File: config.mk
export PLATFORM = sky130hd
export DESIGN_NAME = sync_fifo_flags
export DESIGN_NICKNAME = d
export VERILOG_FILES = /design/src/rtl/sync_fifo_flags.sv
export SDC_FILE = /design/constraint.sdc
export NUM_CORES = 1
export LEC_CHECK = 0
export CAP_MARGIN = 20
export CORE_MARGIN = 10
export CORE_UTILIZATION = 45
export DETAILED_ROUTE_END_ITERATION = 8
export GPL_ROUTABILITY_DRIVEN = 0
export PLACE_DENSITY = 0.74
export SETUP_SLACK_MARGIN = 0.3
export SYNTH_ARGS = -nofsm -noshare
export SYNTH_HDL_FRONTEND = slang
export SYNTH_SLANG_ARGS = --single-unit
File: constraint.sdc
create_clock -name CLK_IW -period 5.95 [get_ports CLK_IW]
set_input_delay 1.19 -clock CLK_IW [delete_from_list [all_inputs] [get_ports CLK_IW]]
set_output_delay 1.19 -clock CLK_IW [all_outputs]
set_load 0.02 [all_outputs]
File: src/rtl/sync_fifo_flags.sv
// Single-clock FIFO with wrap-bit pointers, occupancy count, programmable
// almost-full/almost-empty flags, overflow/underflow pulses and optional FWFT read.
module sync_fifo_flags #(
  parameter int DATA_LEN = 8,
  parameter int DEPTH    = 16,
  parameter int AF_THR   = DEPTH - 2,
  parameter int AE_THR   = 2,
  parameter int FWFT     = 0
) (
  input  logic                       CLK_IW,
  input  logic                       RST_N_IW,
  input  logic [DATA_LEN-1:0]        DATA_IN_I,
  input  logic                       WRITE_EN_IW,
  input  logic                       READ_EN_IW,
  output logic [DATA_LEN-1:0]        DATA_OUT_OR,
  output logic                       VALID_OR,
  output logic                       FULL_OW,
  output logic                       EMPTY_OW,
  output logic                       ALMOST_FULL_OW,
  output logic                       ALMOST_EMPTY_OW,
  output logic [$clog2(DEPTH):0]     COUNT_OR,
  output logic                       OVERFLOW_OR,
  output logic                       UNDERFLOW_OR
);
  localparam int AW = $clog2(DEPTH);
  localparam int PW = AW + 1;

  generate
    if (DEPTH < 2 || (DEPTH & (DEPTH - 1)) != 0) begin : g_bad_depth
      $error("sync_fifo_flags: DEPTH must be a power of two >= 2");
    end
    if (AF_THR < 1 || AF_THR > DEPTH) begin : g_bad_af
      $error("sync_fifo_flags: AF_THR must be in 1..DEPTH");
    end
    if (AE_THR < 0 || AE_THR > DEPTH - 1) begin : g_bad_ae
      $error("sync_fifo_flags: AE_THR must be in 0..DEPTH-1");
    end
  endgenerate

  logic [DATA_LEN-1:0] mem [DEPTH];
  logic [PW-1:0]       wr_ptr, rd_ptr;
  logic [AW-1:0]       wr_addr, rd_addr;
  logic                wr_acc, rd_acc;

  assign wr_addr = wr_ptr[AW-1:0];
  assign rd_addr = rd_ptr[AW-1:0];

  // Acceptance uses pre-edge flags: a read never frees room for a same-cycle write.
  assign wr_acc = WRITE_EN_IW && !FULL_OW;
  assign rd_acc = READ_EN_IW  && !EMPTY_OW;

  assign FULL_OW         = (COUNT_OR == PW'(DEPTH));
  assign EMPTY_OW        = (COUNT_OR == '0);
  assign ALMOST_FULL_OW  = (COUNT_OR >= PW'(AF_THR));
  assign ALMOST_EMPTY_OW = (COUNT_OR <= PW'(AE_THR));

  always_ff @(posedge CLK_IW) begin
    if (!RST_N_IW) begin
      wr_ptr       <= '0;
      rd_ptr       <= '0;
      COUNT_OR     <= '0;
      OVERFLOW_OR  <= 1'b0;
      UNDERFLOW_OR <= 1'b0;
    end else begin
      if (wr_acc) wr_ptr <= wr_ptr + PW'(1);
      if (rd_acc) rd_ptr <= rd_ptr + PW'(1);
      COUNT_OR     <= COUNT_OR + PW'(wr_acc) - PW'(rd_acc);
      OVERFLOW_OR  <= WRITE_EN_IW && !wr_acc;
      UNDERFLOW_OR <= READ_EN_IW  && !rd_acc;
    end
  end

  // Storage is not reset; a write arriving during reset is dropped.
  always_ff @(posedge CLK_IW) begin
    if (RST_N_IW && wr_acc) mem[wr_addr] <= DATA_IN_I;
  end

  generate
    if (FWFT != 0) begin : g_fwft
      assign VALID_OR    = !EMPTY_OW;
      assign DATA_OUT_OR = EMPTY_OW ? '0 : mem[rd_addr];
    end else begin : g_reg
      logic [DATA_LEN-1:0] dout_q;
      logic                vld_q;
      always_ff @(posedge CLK_IW) begin
        if (!RST_N_IW) begin
          dout_q <= '0;
          vld_q  <= 1'b0;
        end else begin
          vld_q <= rd_acc;
          if (rd_acc) dout_q <= mem[rd_addr];
        end
      end
      assign VALID_OR    = vld_q;
      assign DATA_OUT_OR = dout_q;
    end
  endgenerate

endmodule

* Yosys cells after proc, flatten, opt, wreduce, memory -nomap -nowiden
Memories as Yosys holds them, arrays and structs flattened. A register that Yosys moved wholly into a read port is not among the register bits. Index checks and enable logic that the tools add are counted.
Word-level totals: memories kept 1, bits in writable memories 128, register bits 18, bits of input ports 12, output and inout bits 20, logic and storage cells 27
Memories:
- mem | depth 16, width 8, read ports 1, clocked after memory_dff 1, wr ports 1, line 40 | logic [DATA_LEN-1:0] mem [DEPTH];
Cells by class: $add $sub $neg 4, magnitude comparators 2, reduce and logical (&&, ||, !) cells 11, equal/unequal tests 1, mux-type cells 2
Operator list (number):
- $add 5x1->5 const B | 2
- $add 5x1->5 | 1
- $eq 5x5->1 const B | 1
- $ge 5x4->1 const B | 1
- $le 5x2->1 const B | 1
- $logic_and 1x1->1 | 5
- $logic_not 1->1 | 5
- $logic_not 5->1 | 1
- $sub 5x1->5 | 1
- $mux 1 | 2

* Longest topological paths before layout
depth in word-level cells 6, gate-level depth with buffers 13, depth with buffers taken out 13

* Worst setup path after synthesis
OpenSTA, ideal clock, no wires.
kind input-to-reg, start point in READ_EN_IW, end point reg COUNT_OR[4], arrival time 2.777 ns, slack 3.104 ns, data required time 5.880 ns, setup time 0.070 ns, buffers on the path 0, stages on the path 10, path through nand2_2 > inv_1 > ha_1 > inv_1 > ha_1 > fa_1 > nand2b_1 > a21oi_1 > or3_1 > a21oi_1
Between the ends: word-level cells in the longest chain between the ends 2
Ends and longest elaborated chain:
- start: declaration | line 14 | input logic READ_EN_IW,
- $logic_and 1x1->1 | line 50 | assign rd_acc = READ_EN_IW && !EMPTY_OW;
- via rd_acc | line 43 | logic wr_acc, rd_acc;
- $sub 5x1->5 | line 67 | COUNT_OR <= COUNT_OR + PW'(wr_acc) - PW'(rd_acc);
- end signal: assignment | line 67
- end: declaration | line 21 | output logic [$clog2(DEPTH):0] COUNT_OR,
The timed path passes the listed nets, and every way through them passes these cells. A chain may end at the register's enable or synchronous reset.

* Worst setup path in the final report
start point reg COUNT_OR[2], end point out EMPTY_OW
Between the ends: word-level cells in the longest chain between the ends 1
Ends and longest elaborated chain:
- $logic_not 5->1 | line 53 | assign EMPTY_OW = (COUNT_OR == '0);
- end: declaration | line 18 | output logic EMPTY_OW,
No other way between the ends.

==> run metrics <==
run status complete, no violations; wire per inst between 20 and 25 µm; standby leakage power 0.00235 µW; setup repair after global routing missed its margin no; fraction of synthesized cell area taken by the top area cell type 0.625; Post-synth EDFFs roughly 130; Initial Util 0.462; Worst Slack Setup Final 2.53 ns; Comb power frac 0.173; number of nets still failing antenna checks after routing 0; wl on met1 around 5000 µm; fill cell count a little over 1000; final max-slew violation count 0; worst-path fanout max 5; post-detailed-route via-to-cell ratio about 5.5; required time of the critical path 4.76 ns; buffers added on ports 31; Post-layout nets 407; maximum number of pins on one net before global-route repair 35; CTS HTree Levels 4; area occupied by multi-input gates around 1700 µm²; Final Hold Fails 0; Max-Cap Viols 0; uppermost metal layer occupied by signal nets met4; via count of the first global-routing pass between 3000 and 4000; global route overflow 0; Hold Crit Class reg -> reg; length of routed met3 wiring approximately 1000 µm; Worst Min Path Start DATA_OUT_OR[6]$_SDFFE_PN0P_; Area growth, synth to finish 17.2%; number of buffer and inverter stages on the critical path 3; depth of the worst register-to-register path 13; area of the core roughly 13000 µm²; CP endpoint kind output port; antenna violations before repair 0; total wirelength of the detailed-routed design between 10000 and 15000 µm; final total power between 2000 and 3000 µW; number of rows in the core area 42; cts-stage hold buffer count 0; I/O pin count 32; die outline width roughly 140 µm; Skew-Pair Late Insertion Delay roughly 0.43 ns; stages on the worst setup path 5; Clock power frac 0.375; hold worst-path end DATA_OUT_OR[6]$_SDFFE_PN0P_; sequential cell area in the final layout roughly 4300 µm²; maximum buffer depth of the clock tree 2; crit start category flip-flop; maximum resistive drop on vdd around 240 µV; arrival time at the worst endpoint around 2.2 ns; final setup violation count 0; maximum operating frequency approximately 290 MHz; skew final 0.00567 ns; total die area around 19000 µm²; switch share 0.268; number of diodes added for antenna fixing 0; clock transition time at the flip-flop clock pins of the worst setup and hold paths ~0.060 ns; fraction of final layout cells sized beyond drive strength 1 0.159; Max-Slew Margin vs Limit 0.473; Post-synth top flop sky130_fd_sc_hd__edfxtp_1; flops & latches, synth around 150; cell count after synthesis about 340; global-route wire length before repair 18900 µm; Setup Crit Path Kind reg -> out; internal power roughly 2100 µW; total met2 wirelength after detailed routing 6050 µm; delay contributed by the slowest stage of the critical path 0.60 ns; flop-to-flop setup slack between 2 and 3 ns; dominant delay contributor by cell family on the critical path buffers and inverters; number of nets produced by synthesis ~370; ratio of total power to cell area 389 nW/µm²; switching power of the nets roughly 750 µW; number of search-and-repair iterations in the first detailed-routing pass 4; count of clock tree sinks roughly 150; buffers inserted by post-CTS timing repair 0; reg-to-reg critical path startpoint COUNT_OR[2]$_SDFF_PN0_; slowest cell on the critical path sky130_fd_sc_hd__clkdlybuf4s50_1; final critical-path required period 3.42 ns; worst flop-to-flop path endpoint COUNT_OR[4]$_SDFF_PN0_; worst-path cell chain inv_1 -> ha_1 -> or4b_4 -> inv_1 -> clkdlybuf4s50_1; proportion of synthesized flip-flops having asynchronous set or reset 0; setup total negative slack 0 ns; mean instance size in the synthesized netlist between 15 and 20 µm²; sequential-to-total area share from yosys stat 0.703; post-synth design cell area 6150 µm²; Die Ht about 140 µm; cell depth of the worst min-delay path 2; utilization of the core after routing 0.542; dominant cells by area after synthesis sky130_fd_sc_hd__edfxtp_1 (63%), sky130_fd_sc_hd__mux4_2 (8.1%), sky130_fd_sc_hd__dfxtp_1 (7.8%); routed via count about 3000; number of DRC violations after detailed-routing iteration 0 about 240; share of total power in sequential cells 0.453; Slew @ Worst Pin ~0.79 ns; smallest hold slack 0.509 ns; number of buffers added by the clock tree synthesis step 17; Setup WS pre-CTS ~2.1 ns; GRT Total Usage 0.140; Post-DP HPWL about 7700 µm; number of gates resized after CTS 0; Remaining DRCs 0; final critical-path share of the clock period 0.575; cell taking the most area after synthesis sky130_fd_sc_hd__edfxtp_1; count of cell types in the netlist 31; YS warnings 0; cell at the root of the clock tree sky130_fd_sc_hd__clkbuf_16; CTS tree built; most frequent CP cell sky130_fd_sc_hd__inv_1
metal layers:
metal,GRT usage,vias to the layer above
met3,0.0517,15
met2,0.218,100
met5,0,-
li1,-,1409
met1,0.177,1568
met4,0.0480,0
metrics by stage:
stage / std cells / instance area, µm²
floorplan: 337 / 6150
global placement: 530 / 6570
detailed placement: 530 / 6570
CTS: 562 / 7150
global route: 567 / 7210
finish: 567 / 7210
cells in the final DEF (no fill, tap or decap), types with 3 or more instances in the layout:
cell type	n
sky130_fd_sc_hd__nor3_1	4
sky130_fd_sc_hd__clkdlybuf4s50_1	31
sky130_fd_sc_hd__clkbuf_16	17
sky130_fd_sc_hd__xor2_1	4
sky130_fd_sc_hd__a21oi_1	7
sky130_fd_sc_hd__and3_1	4
sky130_fd_sc_hd__nor2_1	20
sky130_fd_sc_hd__dfxtp_1	23
sky130_fd_sc_hd__nand3_1	13
sky130_fd_sc_hd__inv_1	13
sky130_fd_sc_hd__clkbuf_4	3
sky130_fd_sc_hd__or3_1	3
sky130_fd_sc_hd__o221ai_1	8
sky130_fd_sc_hd__mux2i_1	16
sky130_fd_sc_hd__clkinvlp_4	3
sky130_fd_sc_hd__nand2b_1	3
sky130_fd_sc_hd__mux4_1	10
sky130_fd_sc_hd__edfxtp_1	128
sky130_fd_sc_hd__and2_1	3
sky130_fd_sc_hd__o21ai_0	4
sky130_fd_sc_hd__xnor2_1	3
sky130_fd_sc_hd__mux4_2	22
sky130_fd_sc_hd__ha_1	16
sky130_fd_sc_hd__nand2_1	10
registers in the layout, indices dropped and copies added, names as in the netlist:
signal        cells
DATA_OUT_OR       8
wr_ptr            4
mem             128
rd_ptr            4
VALID_OR          1
UNDERFLOW_OR      1
OVERFLOW_OR       1
COUNT_OR          5
cells by family (layout without fill, tap and decap cells):
group,after synthesis,after routing,synth area share
buffers and inverters,29,83,0.0279
multiplexers,48,48,0.149
AO/OA/AOI/OAI,20,20,0.0216
adder cells (fa/ha/maj),17,17,0.0358
XOR/XNOR,7,7,0.00997
AND/OR/NAND/NOR,64,64,0.0521
flip-flops,152,152,0.703
synth_stat cells, types with 4 or more instances:
library cell               number
sky130_fd_sc_hd__nor3_1         4
sky130_fd_sc_hd__clkbuf_1       4
sky130_fd_sc_hd__o221ai_1       8
sky130_fd_sc_hd__edfxtp_1     128
sky130_fd_sc_hd__nand3_1       13
sky130_fd_sc_hd__mux4_1        10
sky130_fd_sc_hd__ha_1          16
sky130_fd_sc_hd__dfxtp_1       24
sky130_fd_sc_hd__nor2_1        20
sky130_fd_sc_hd__xor2_1         4
sky130_fd_sc_hd__nand2_1       10
sky130_fd_sc_hd__mux2i_1       16
sky130_fd_sc_hd__inv_1         13
sky130_fd_sc_hd__mux4_2        22
sky130_fd_sc_hd__buf_2          6
sky130_fd_sc_hd__a21oi_1        7
sky130_fd_sc_hd__and3_1         4
sky130_fd_sc_hd__o21ai_0        4
how the worst max path moves through the flow:
stage                                       from                      to  slack (ns)
after global placement                  RST_N_IW     mem[3][6]$_DFFE_PP_        2.28
after CTS                 COUNT_OR[2]$_SDFF_PN0_                EMPTY_OW        2.49
after floorplan                       READ_EN_IW  COUNT_OR[4]$_SDFF_PN0_        3.10
after detailed placement                RST_N_IW     mem[0][5]$_DFFE_PP_        2.13
final                     COUNT_OR[2]$_SDFF_PN0_                EMPTY_OW        2.53
after global routing      COUNT_OR[3]$_SDFF_PN0_                EMPTY_OW        2.39
final cells by class:
cell class                      count  area share
Timing Repair Buffer               38      0.0528
Clock buffer                       18      0.0596
Inverter                           13     0.00677
Sequential cell                   152       0.600
Multi-Input combinational cell    156       0.229
Clock inverter                     14      0.0207
Tap cell                          176      0.0306
power by group through the flow:
stage / Clock [µW] / Sequential, µW / Combinational (µW)
after global routing: 1120 / 1280 / 531
after floorplan: 0 / 1310 / 258
final: 1050 / 1270 / 484
after global placement: 0 / 1300 / 450
after CTS: 1070 / 1280 / 464
after detailed placement: 0 / 1300 / 461
worst register-to-register path, delay by kind of cell (launching register included):
family	cells	cell delay, ns
and+or+nand+nor	4	1.13
buffers and inverters	3	0.31
DFF	1	0.36
AOI/OAI and AO/OA	2	0.23
adders and majority gates	4	1.10
(Power assumes the default switching activity.)
